## src/rtl/reg_status_pkg.sv

```systemverilog
// Shared widths and types for the register file / register-status table.
package reg_status_pkg;

  localparam int NUM_REGS   = 32;
  localparam int REG_ADDR_W = 5;
  localparam int TAG_W      = 5;
  localparam int DATA_W     = 32;

  typedef logic [TAG_W-1:0]      tag_t;
  typedef logic [DATA_W-1:0]     data_t;
  typedef logic [REG_ADDR_W-1:0] reg_idx_t;

  // Tag 0 is never assigned to a reservation station; it marks a ready value.
  localparam tag_t NO_TAG = '0;

endpackage

```

## src/rtl/reg_status_read_port.sv

```systemverilog
// Single-source operand lookup: selects one register's value and tag, and
// optionally substitutes the result currently on the CDB when that register
// is waiting for it.
import reg_status_pkg::*;

module reg_status_read_port #(
  parameter bit FWD_EN = 1'b0
) (
  input  data_t    val_arr [NUM_REGS],
  input  tag_t     tag_arr [NUM_REGS],
  input  reg_idx_t rd_idx,
  input  logic     cdb_bcast,
  input  tag_t     cdb_tag,
  input  data_t    cdb_val,
  output data_t    rd_val,
  output tag_t     rd_tag
);

  data_t cur_val;
  tag_t  cur_tag;
  logic  fwd_hit;

  // Look up the register and apply the CDB bypass when the register is waiting on it.
  always_comb begin
    cur_val = val_arr[rd_idx];
    cur_tag = tag_arr[rd_idx];
    fwd_hit = FWD_EN && cdb_bcast && (cur_tag != NO_TAG) && (cur_tag == cdb_tag);
    rd_val  = cur_val;
    rd_tag  = cur_tag;
    if (fwd_hit) begin
      rd_val = cdb_val;
      rd_tag = NO_TAG;
    end
  end

endmodule

```

## src/rtl/reg_status_file.sv

```systemverilog
// Tomasulo architectural register file with per-register producer tags (Qi).
// Optional build macro REG_STATUS_CDB_FORWARD_EN: a read in the same cycle as
// a matching CDB broadcast returns the broadcast value with tag 0. Without it
// the read returns the pre-broadcast state and the consumer snoops the CDB.
import reg_status_pkg::*;

module reg_status_file (
  input  logic                  clk,
  input  logic                  rst_n,
  input  logic                  in_read_en,
  input  logic [REG_ADDR_W-1:0] in_reg_1,
  input  logic [REG_ADDR_W-1:0] in_reg_2,
  input  logic                  in_bank_enable,
  input  logic [REG_ADDR_W-1:0] in_bank_reg,
  input  logic [TAG_W-1:0]      in_bank_tag,
  input  logic                  in_CDB_broadcast,
  input  logic [TAG_W-1:0]      in_CDB_tag,
  input  logic [DATA_W-1:0]     in_CDB_val,
  output logic                  out_enable,
  output logic [DATA_W-1:0]     out_val_1,
  output logic [DATA_W-1:0]     out_val_2,
  output logic [TAG_W-1:0]      out_tag_1,
  output logic [TAG_W-1:0]      out_tag_2
);

`ifdef REG_STATUS_CDB_FORWARD_EN
  localparam bit FWD_EN = 1'b1;
`else
  localparam bit FWD_EN = 1'b0;
`endif

  data_t val_q [NUM_REGS];
  tag_t  tag_q [NUM_REGS];

  data_t rd_val_1, rd_val_2;
  tag_t  rd_tag_1, rd_tag_2;

  logic cdb_live;
  assign cdb_live = in_CDB_broadcast && (in_CDB_tag != NO_TAG);

  // Register state: CDB clears matching tags, then a rename of the same
  // register overrides the cleared tag while the CDB value is still kept.
  // Entry 0 is held at zero so it always reads as a ready zero.
  always_ff @(posedge clk or negedge rst_n) begin
    if (!rst_n) begin
      for (int i = 0; i < NUM_REGS; i++) begin
        val_q[i] <= '0;
        tag_q[i] <= NO_TAG;
      end
    end else begin
      val_q[0] <= '0;
      tag_q[0] <= NO_TAG;
      for (int i = 1; i < NUM_REGS; i++) begin
        if (cdb_live && (tag_q[i] == in_CDB_tag)) begin
          val_q[i] <= in_CDB_val;
          tag_q[i] <= NO_TAG;
        end
        if (in_bank_enable && (in_bank_reg == reg_idx_t'(i))) begin
          tag_q[i] <= in_bank_tag;
        end
      end
    end
  end

  reg_status_read_port #(.FWD_EN(FWD_EN)) u_read_port_1 (
    .val_arr   (val_q),
    .tag_arr   (tag_q),
    .rd_idx    (in_reg_1),
    .cdb_bcast (in_CDB_broadcast),
    .cdb_tag   (in_CDB_tag),
    .cdb_val   (in_CDB_val),
    .rd_val    (rd_val_1),
    .rd_tag    (rd_tag_1)
  );

  reg_status_read_port #(.FWD_EN(FWD_EN)) u_read_port_2 (
    .val_arr   (val_q),
    .tag_arr   (tag_q),
    .rd_idx    (in_reg_2),
    .cdb_bcast (in_CDB_broadcast),
    .cdb_tag   (in_CDB_tag),
    .cdb_val   (in_CDB_val),
    .rd_val    (rd_val_2),
    .rd_tag    (rd_tag_2)
  );

  // Capture read results from pre-edge state; hold them when no read is requested.
  always_ff @(posedge clk or negedge rst_n) begin
    if (!rst_n) begin
      out_enable <= 1'b0;
      out_val_1  <= '0;
      out_val_2  <= '0;
      out_tag_1  <= NO_TAG;
      out_tag_2  <= NO_TAG;
    end else begin
      out_enable <= in_read_en;
      if (in_read_en) begin
        out_val_1 <= rd_val_1;
        out_val_2 <= rd_val_2;
        out_tag_1 <= rd_tag_1;
        out_tag_2 <= rd_tag_2;
      end
    end
  end

endmodule

```

## config.mk

```make
export PLATFORM = sky130hd
export DESIGN_NAME = reg_status_file
export DESIGN_NICKNAME = d
export VERILOG_FILES = /design/src/rtl/reg_status_pkg.sv /design/src/rtl/reg_status_read_port.sv /design/src/rtl/reg_status_file.sv
export SDC_FILE = /design/constraint.sdc
export NUM_CORES = 2
export LEC_CHECK = 0
export CAP_MARGIN = 30
export CELL_PAD_IN_SITES_DETAIL_PLACEMENT = 0
export CELL_PAD_IN_SITES_GLOBAL_PLACEMENT = 1
export CORE_MARGIN = 5
export CORE_UTILIZATION = 45
export CTS_CLUSTER_DIAMETER = 150
export DETAILED_ROUTE_END_ITERATION = 6
export PLACE_DENSITY = 0.71
export SETUP_SLACK_MARGIN = 0.3
export SLEW_MARGIN = 10
export SYNTH_ARGS = -nofsm -noshare
export SYNTH_HDL_FRONTEND = slang
export SYNTH_SLANG_ARGS = --single-unit
```

## constraint.sdc

```tcl
create_clock -name clk -period 1.9 [get_ports clk]
set_input_delay 0.38 -clock clk [delete_from_list [all_inputs] [get_ports clk]]
set_output_delay 0.38 -clock clk [all_outputs]
set_load 0.01 [all_outputs]
```

# [Word level (Yosys, flattened, before mapping)]
# Index checks and enable logic that the tools add are counted.
[totals] regBits=1222 out_inout_bits=75 elab_cells=302
[classes] order_cmp=2 n_eq_ne=62 mux=74 bitwise_logic=2 reduce_logical=95
[op_table] op="5-bit two-way mux" count=66
[op_table] op="32-bit binary-select mux with 5-bit select" count=2
[op_table] op="5-bit equality test" count=31
[op_table] op="32-bit two-way mux" count=4
[op_table] op="5-bit equality test, second input constant" count=16
[op_table] op="1-bit logical AND" count=63
[op_table] op="2-bit nonzero test" count=31
[op_table] op="5-bit binary-select mux with 5-bit select" count=2
[op_table] op="5-bit by 4-bit equality test with 1-bit output, second input constant" count=8
[op_table] op="5-bit by 3-bit equality test with 1-bit output, second input constant" count=4
[op_table] op="6-bit greater-or-equal comparator, second input constant" count=2
[op_table] op="5-bit inverter with 6-bit output" count=2
[op_table] op="5-bit by 2-bit equality test with 1-bit output, second input constant" count=2
[op_table] op="5-bit by 1-bit equality test with 1-bit output, second input constant" count=1
[op_table] op="5-bit nonzero test" count=1

# [Depth between registers and ports, before layout]
[depth] depth_word=5 ltp_mapped=10 mapped_depth_nobuf=5

# [Cells and area by module]
# A second synthesis with hierarchy kept.
[unflattened] hier_cells=5848 hier_area_um2=72275.6
[modules_own_cells] module="reg_status_file" instances=1 cells_per_inst=3172 area_each_um2=51635.8 seq_area_each_um2=30579.3
[modules_own_cells] module="reg_status_read_port" instances=2 cells_per_inst=1338 area_each_um2=10319.9 seq_area_each_um2=0.0

# [Worst setup path before layout]
# Ideal clock, no wire load.
[synth_timing] path_kind="input-to-reg" startpoint="input in_CDB_tag[0]" endpoint="register val_q[102] in the netlist's numbering" setup_time_ns=0.125 arrival_ns=2.248 slack_ns=-0.473 stages=7 path_buffers=3 path_cell_list="clkbuf_1 -> buf_2 -> xnor2_1 -> nand3_1 -> nor4_4 -> buf_6 -> mux2_4"
[synth_via] elab_chain_cells=3
[synth_lines] element="start, declared" line_no="reg_status_file.sv:17" source="input logic [TAG_W-1:0] in_CDB_tag,"
[synth_lines] element="5-bit nonzero test" line_no="reg_status_file.sv:39" source="assign cdb_live = in_CDB_broadcast && (in_CDB_tag != NO_TAG);"
[synth_lines] element="1-bit logical AND" line_no="reg_status_file.sv:39"
[synth_lines] element="1-bit logical AND *" line_no="reg_status_file.sv:54" source="if (cdb_live && (tag_q[i] == in_CDB_tag)) begin"
[synth_lines] element="end signal, assigned by index" line_no="reg_status_file.sv:55" source="val_q[i] <= in_CDB_val;"
[synth_lines] element="end, declared" line_no="reg_status_file.sv:32" source="data_t val_q [NUM_REGS];"
# Mark *: on every way between the ends. The rest lies on a longest branch, timed or not.
# A chain may end at the register's enable or synchronous reset.

# [Final worst setup path]
[layout_timing] startpoint="register tag_q[117] in the netlist's numbering" endpoint="register val_q[757] in the netlist's numbering"
[layout_via] elab_chain_cells=2
[layout_lines] element="start, declared" line_no="reg_status_file.sv:33" source="tag_t tag_q [NUM_REGS];"
[layout_lines] element="start signal, assigned by index" line_no="reg_status_file.sv:59" source="tag_q[i] <= in_bank_tag;"
[layout_lines] element="5-bit equality test" line_no="reg_status_file.sv:54"
[layout_lines] element="1-bit logical AND" line_no="reg_status_file.sv:54"
# Every way passes these cells.

==> impl_metrics.ini <==
[yosys]
synthTopCellsByArea = dfrtp_1 43%, mux2_4 16%, mux4_2 14%
synth_area_um2 = 70500
netlist.area_leader.share_pct = 43.4
synth_edf_count = 0
synth_async_sr_flop_share_pct = 100
yosysSeqAreaShare_pct = 43.4
synth_top_area_cell = dfrtp_1
syn_inst = 5032
yosys_register_bits = 1222
ys_warn_count = 0
synthFlopType = dfrtp_1
synth.avg_cell_area_um2 = 14.0
synthesis.nets = 5094
synth.distinct_cells = 44

[drt]
wl_mm = 269
first_pass_iters = 7
wl_per_cell_um = 33.1
drtIter0Drc = 5923
drc = 0
via_per_inst = 6.36
postRouteAntennaNets = 0
routed-via-count = 51791

[run_status]
violations = setup timing
status = finished with violations

[clock_tree]
cts_root_buffer = clkbuf_16
worstSkewPairLatency_ns = 0.78
cts_tree = built
cts.clk_slew.worst_paths_ns = 0.07
cts-buffers-inserted = 142
clk_path_buf_depth = 3
htree_levels = 4
clock_sinks = 1222

[worst_setup_path]
cp-end-kind = register
crit_fanout = 6
crit_path_start_kind = register
rrSetupSlack_ns = -0.17
critical_path_class = register to register
ff2ff_path_depth = 8
reg2reg_from = tag_q[117]
cp.required_ns = 2.57
cp.arrival_ns = 2.74
regToRegEndpoint = val_q[757]

[sta]
setup_slack_ns = -0.174
fmax_mhz = 482
rsz0062_at_grt = yes
finalCriticalPeriod_ns = 2.07
hold_ws_ns = 0.101
setup_viol = 642
finalHoldViolCount = 0
drv_slew = 0
slew_headroom_pct = 55.8
finalCritPeriodShare_pct = 109
clock_skew_ns = 0.0227
fin_setup_tns_ns = -34.68
worst_slew_pin_slew_ns = 0.663

[power_and_ir_drop]
swShare_pct = 30.8
power_uw = 116000
cellPowerDensity_nw_per_um2 = 1260
power_frac_clock_pct = 24.0
vdd_drop_max_v = 0.00106
seqPwrFrac_pct = 40.2
intPower_uw = 80100
p_leak_uw = 0.0404
p_sw_uw = 35700
pwr-share-comb_pct = 35.8

[global_route]
grt_most_used_layer = met2
globalRouteMet3Util_pct = 6.98
grt_usage_pct = 31.4
grt_use_met2_pct = 47.6
grt_use_met1_pct = 45.1
grt-ovfl-total = 0
grt_pass1_vias = 52012
grt_max_degree = 80
grt_pass1_wl_mm = 379
antenna_found_initial = 1

[final_layout]
nets = 6041
final_util_pct = 59.1
antenna_cells = 0
layout-drive-gt1-share_pct = 55.3
syn2layout_area_growth_pct = 30.9

[job]
maxCapViolCount = 0

[placement]
gp_congestion = 0.911
dp_hpwl_mm = 170
port_buffers = 136

[floorplan]
die_h_um = 406
pin_count = 137
rows = 145
start_util_pct = 45.2
dieArea_um2 = 165000
core_area_um2 = 156000
die_w_um = 406

[min_path]
hp-class = input port to async pin
worst max-delay path by stage:
stage / startpoint / to / cells past startpoint
floorplan: in_CDB_tag[2] / val_q[10] / 7
global placement: in_CDB_tag[4] / val_q[162] / 7
detailed placement: in_reg_2[0] / out_val_2[29] / 7
CTS: tag_q[67] / val_q[429] / 6
global route: tag_q[117] / val_q[753] / 8
finish: tag_q[117] / val_q[757] / 8
repair_timing:
item / 4_1_cts / 5_1_grt
gates cloned: 32 / 27
endpoints found under the setup margin: 1244 / 1253
endpoints found under the hold margin: 580 / 0
buffers inserted: 136 / 84
resized for setup: 670 / 392
pin swaps: 84 / 133
hold buffers: 1 / 0
worst max-delay path: stages (launching register included):
cell and delay (ns):
dfrtp_1 0.40, xnor2_1 0.24, nand3_2 0.15, nor4_4 0.29, buf_6 0.21, buf_6 0.12, buf_12 0.09, buf_16 0.14
mux2_4 0.30
cell usage after synthesis, drive strengths merged (2+ instances only):
master   instances
a31oi            5
o221ai          62
nor2b           58
xor2            62
or2              4
a21bo            3
and2            10
nand3           77
nor2           121
mux4           439
o211ai          42
inv              4
o21bai          16
mux2i          132
nand2          464
clkinv           2
a22oi           43
nand2b          13
o22ai            4
o21ai          177
dfrtp         1222
mux2          1213
a221o           15
a211oi          21
buf            226
xnor2           93
nor4            31
nor3             2
clkbuf         261
a2111oi          4
o31ai           47
a21oi           11
a221oi         102
o311ai          42
cells by family (layout without fill, tap and decap cells):
kind of cell              Yosys count  after routing  synth area share [%]
muxes                            1784           1784                  39.3
DFF                              1222           1222                  43.4
and+or+nand+nor                   784            784                  5.41
AOI/OAI and AO/OA                 594            594                  6.10
buffers and inverters             493           1545                  3.90
xor gates and xnor gates          155            155                  1.93
registers in the layout, indices dropped and copies added (netlist names):
| signal | cells |
|---|---|
| out_enable | 1 |
| out_tag_1 | 5 |
| out_tag_2 | 5 |
| out_val_1 | 32 |
| out_val_2 | 32 |
| tag_q | 155 |
| val_q | 992 |
cell type report:
| cell class | count | area [um^2] |
|---|---|---|
| clock buffers | 206 | 4130 |
| clock inverters | 43 | 520 |
| multi-input cells | 3317 | 39200 |
| repair buffers | 1290 | 15200 |
| fillers | 11959 | 63800 |
| well taps | 2058 | 2570 |
| inverters | 6 | 25.0 |
| flip-flops and latches | 1222 | 30600 |
layout by cell type (no fill, tap or decap), types with 18 or more instances in the layout:
master | netlist | layout
dfrtp_1 | 1222 | 1185
mux2_4 | 750 | 940
buf_4 | 11 | 712
nand2_1 | 464 | 463
mux4_2 | 439 | 439
mux2_2 | 463 | 273
buf_12 | 3 | 242
clkbuf_16 | 0 | 174
o21ai_0 | 176 | 155
buf_6 | 92 | 140
mux2i_1 | 132 | 127
nor2_1 | 121 | 109
xnor2_1 | 93 | 73
buf_16 | 0 | 61
o221ai_1 | 62 | 58
a221oi_1 | 102 | 57
nand3_1 | 77 | 51
nor2b_1 | 58 | 49
xor2_1 | 62 | 48
clkdlybuf4s50_1 | 0 | 45
o211ai_1 | 42 | 42
o31ai_1 | 47 | 42
a22oi_1 | 43 | 38
dfrtp_2 | 0 | 37
clkbuf_1 | 261 | 36
a221oi_2 | 0 | 34
nor4_4 | 31 | 31
buf_2 | 96 | 30
buf_8 | 0 | 28
nand3_2 | 0 | 26
clkbuf_8 | 0 | 25
xnor2_2 | 0 | 20
o311ai_1 | 0 | 20
clkinv_2 | 0 | 20
a211oi_1 | 21 | 18
power by group through the flow:
stage                     combinational, uW  clock, uW  sequential, uW
final                                 41500      27800           46500
after global routing                  43700      29100           47500
after CTS                             39200      28100           45800
after detailed placement              37300          0           45800
after global placement                36500          0           45300
after floorplan                       27700          0           42800
stage by stage:
| step | instance area [um^2] | std cells | setup slack (ns) |
|---|---|---|---|
| after floorplan | 71300 | 5032 | -0.297 |
| final | 92200 | 8142 | -0.174 |
| after global placement | 81200 | 7609 | -1.23 |
| after CTS | 89200 | 8031 | -0.110 |
| after global routing | 92200 | 8142 | -0.243 |
| after detailed placement | 81300 | 7613 | -0.994 |
metal layers:
layer  part of all wire (%)  wire length, um
met3                    9.4            25300
met1                     42           113000
met2                     45           120000
met4                    4.1            11100
met5                      0                0
Power figures use the tool's default switching activity.
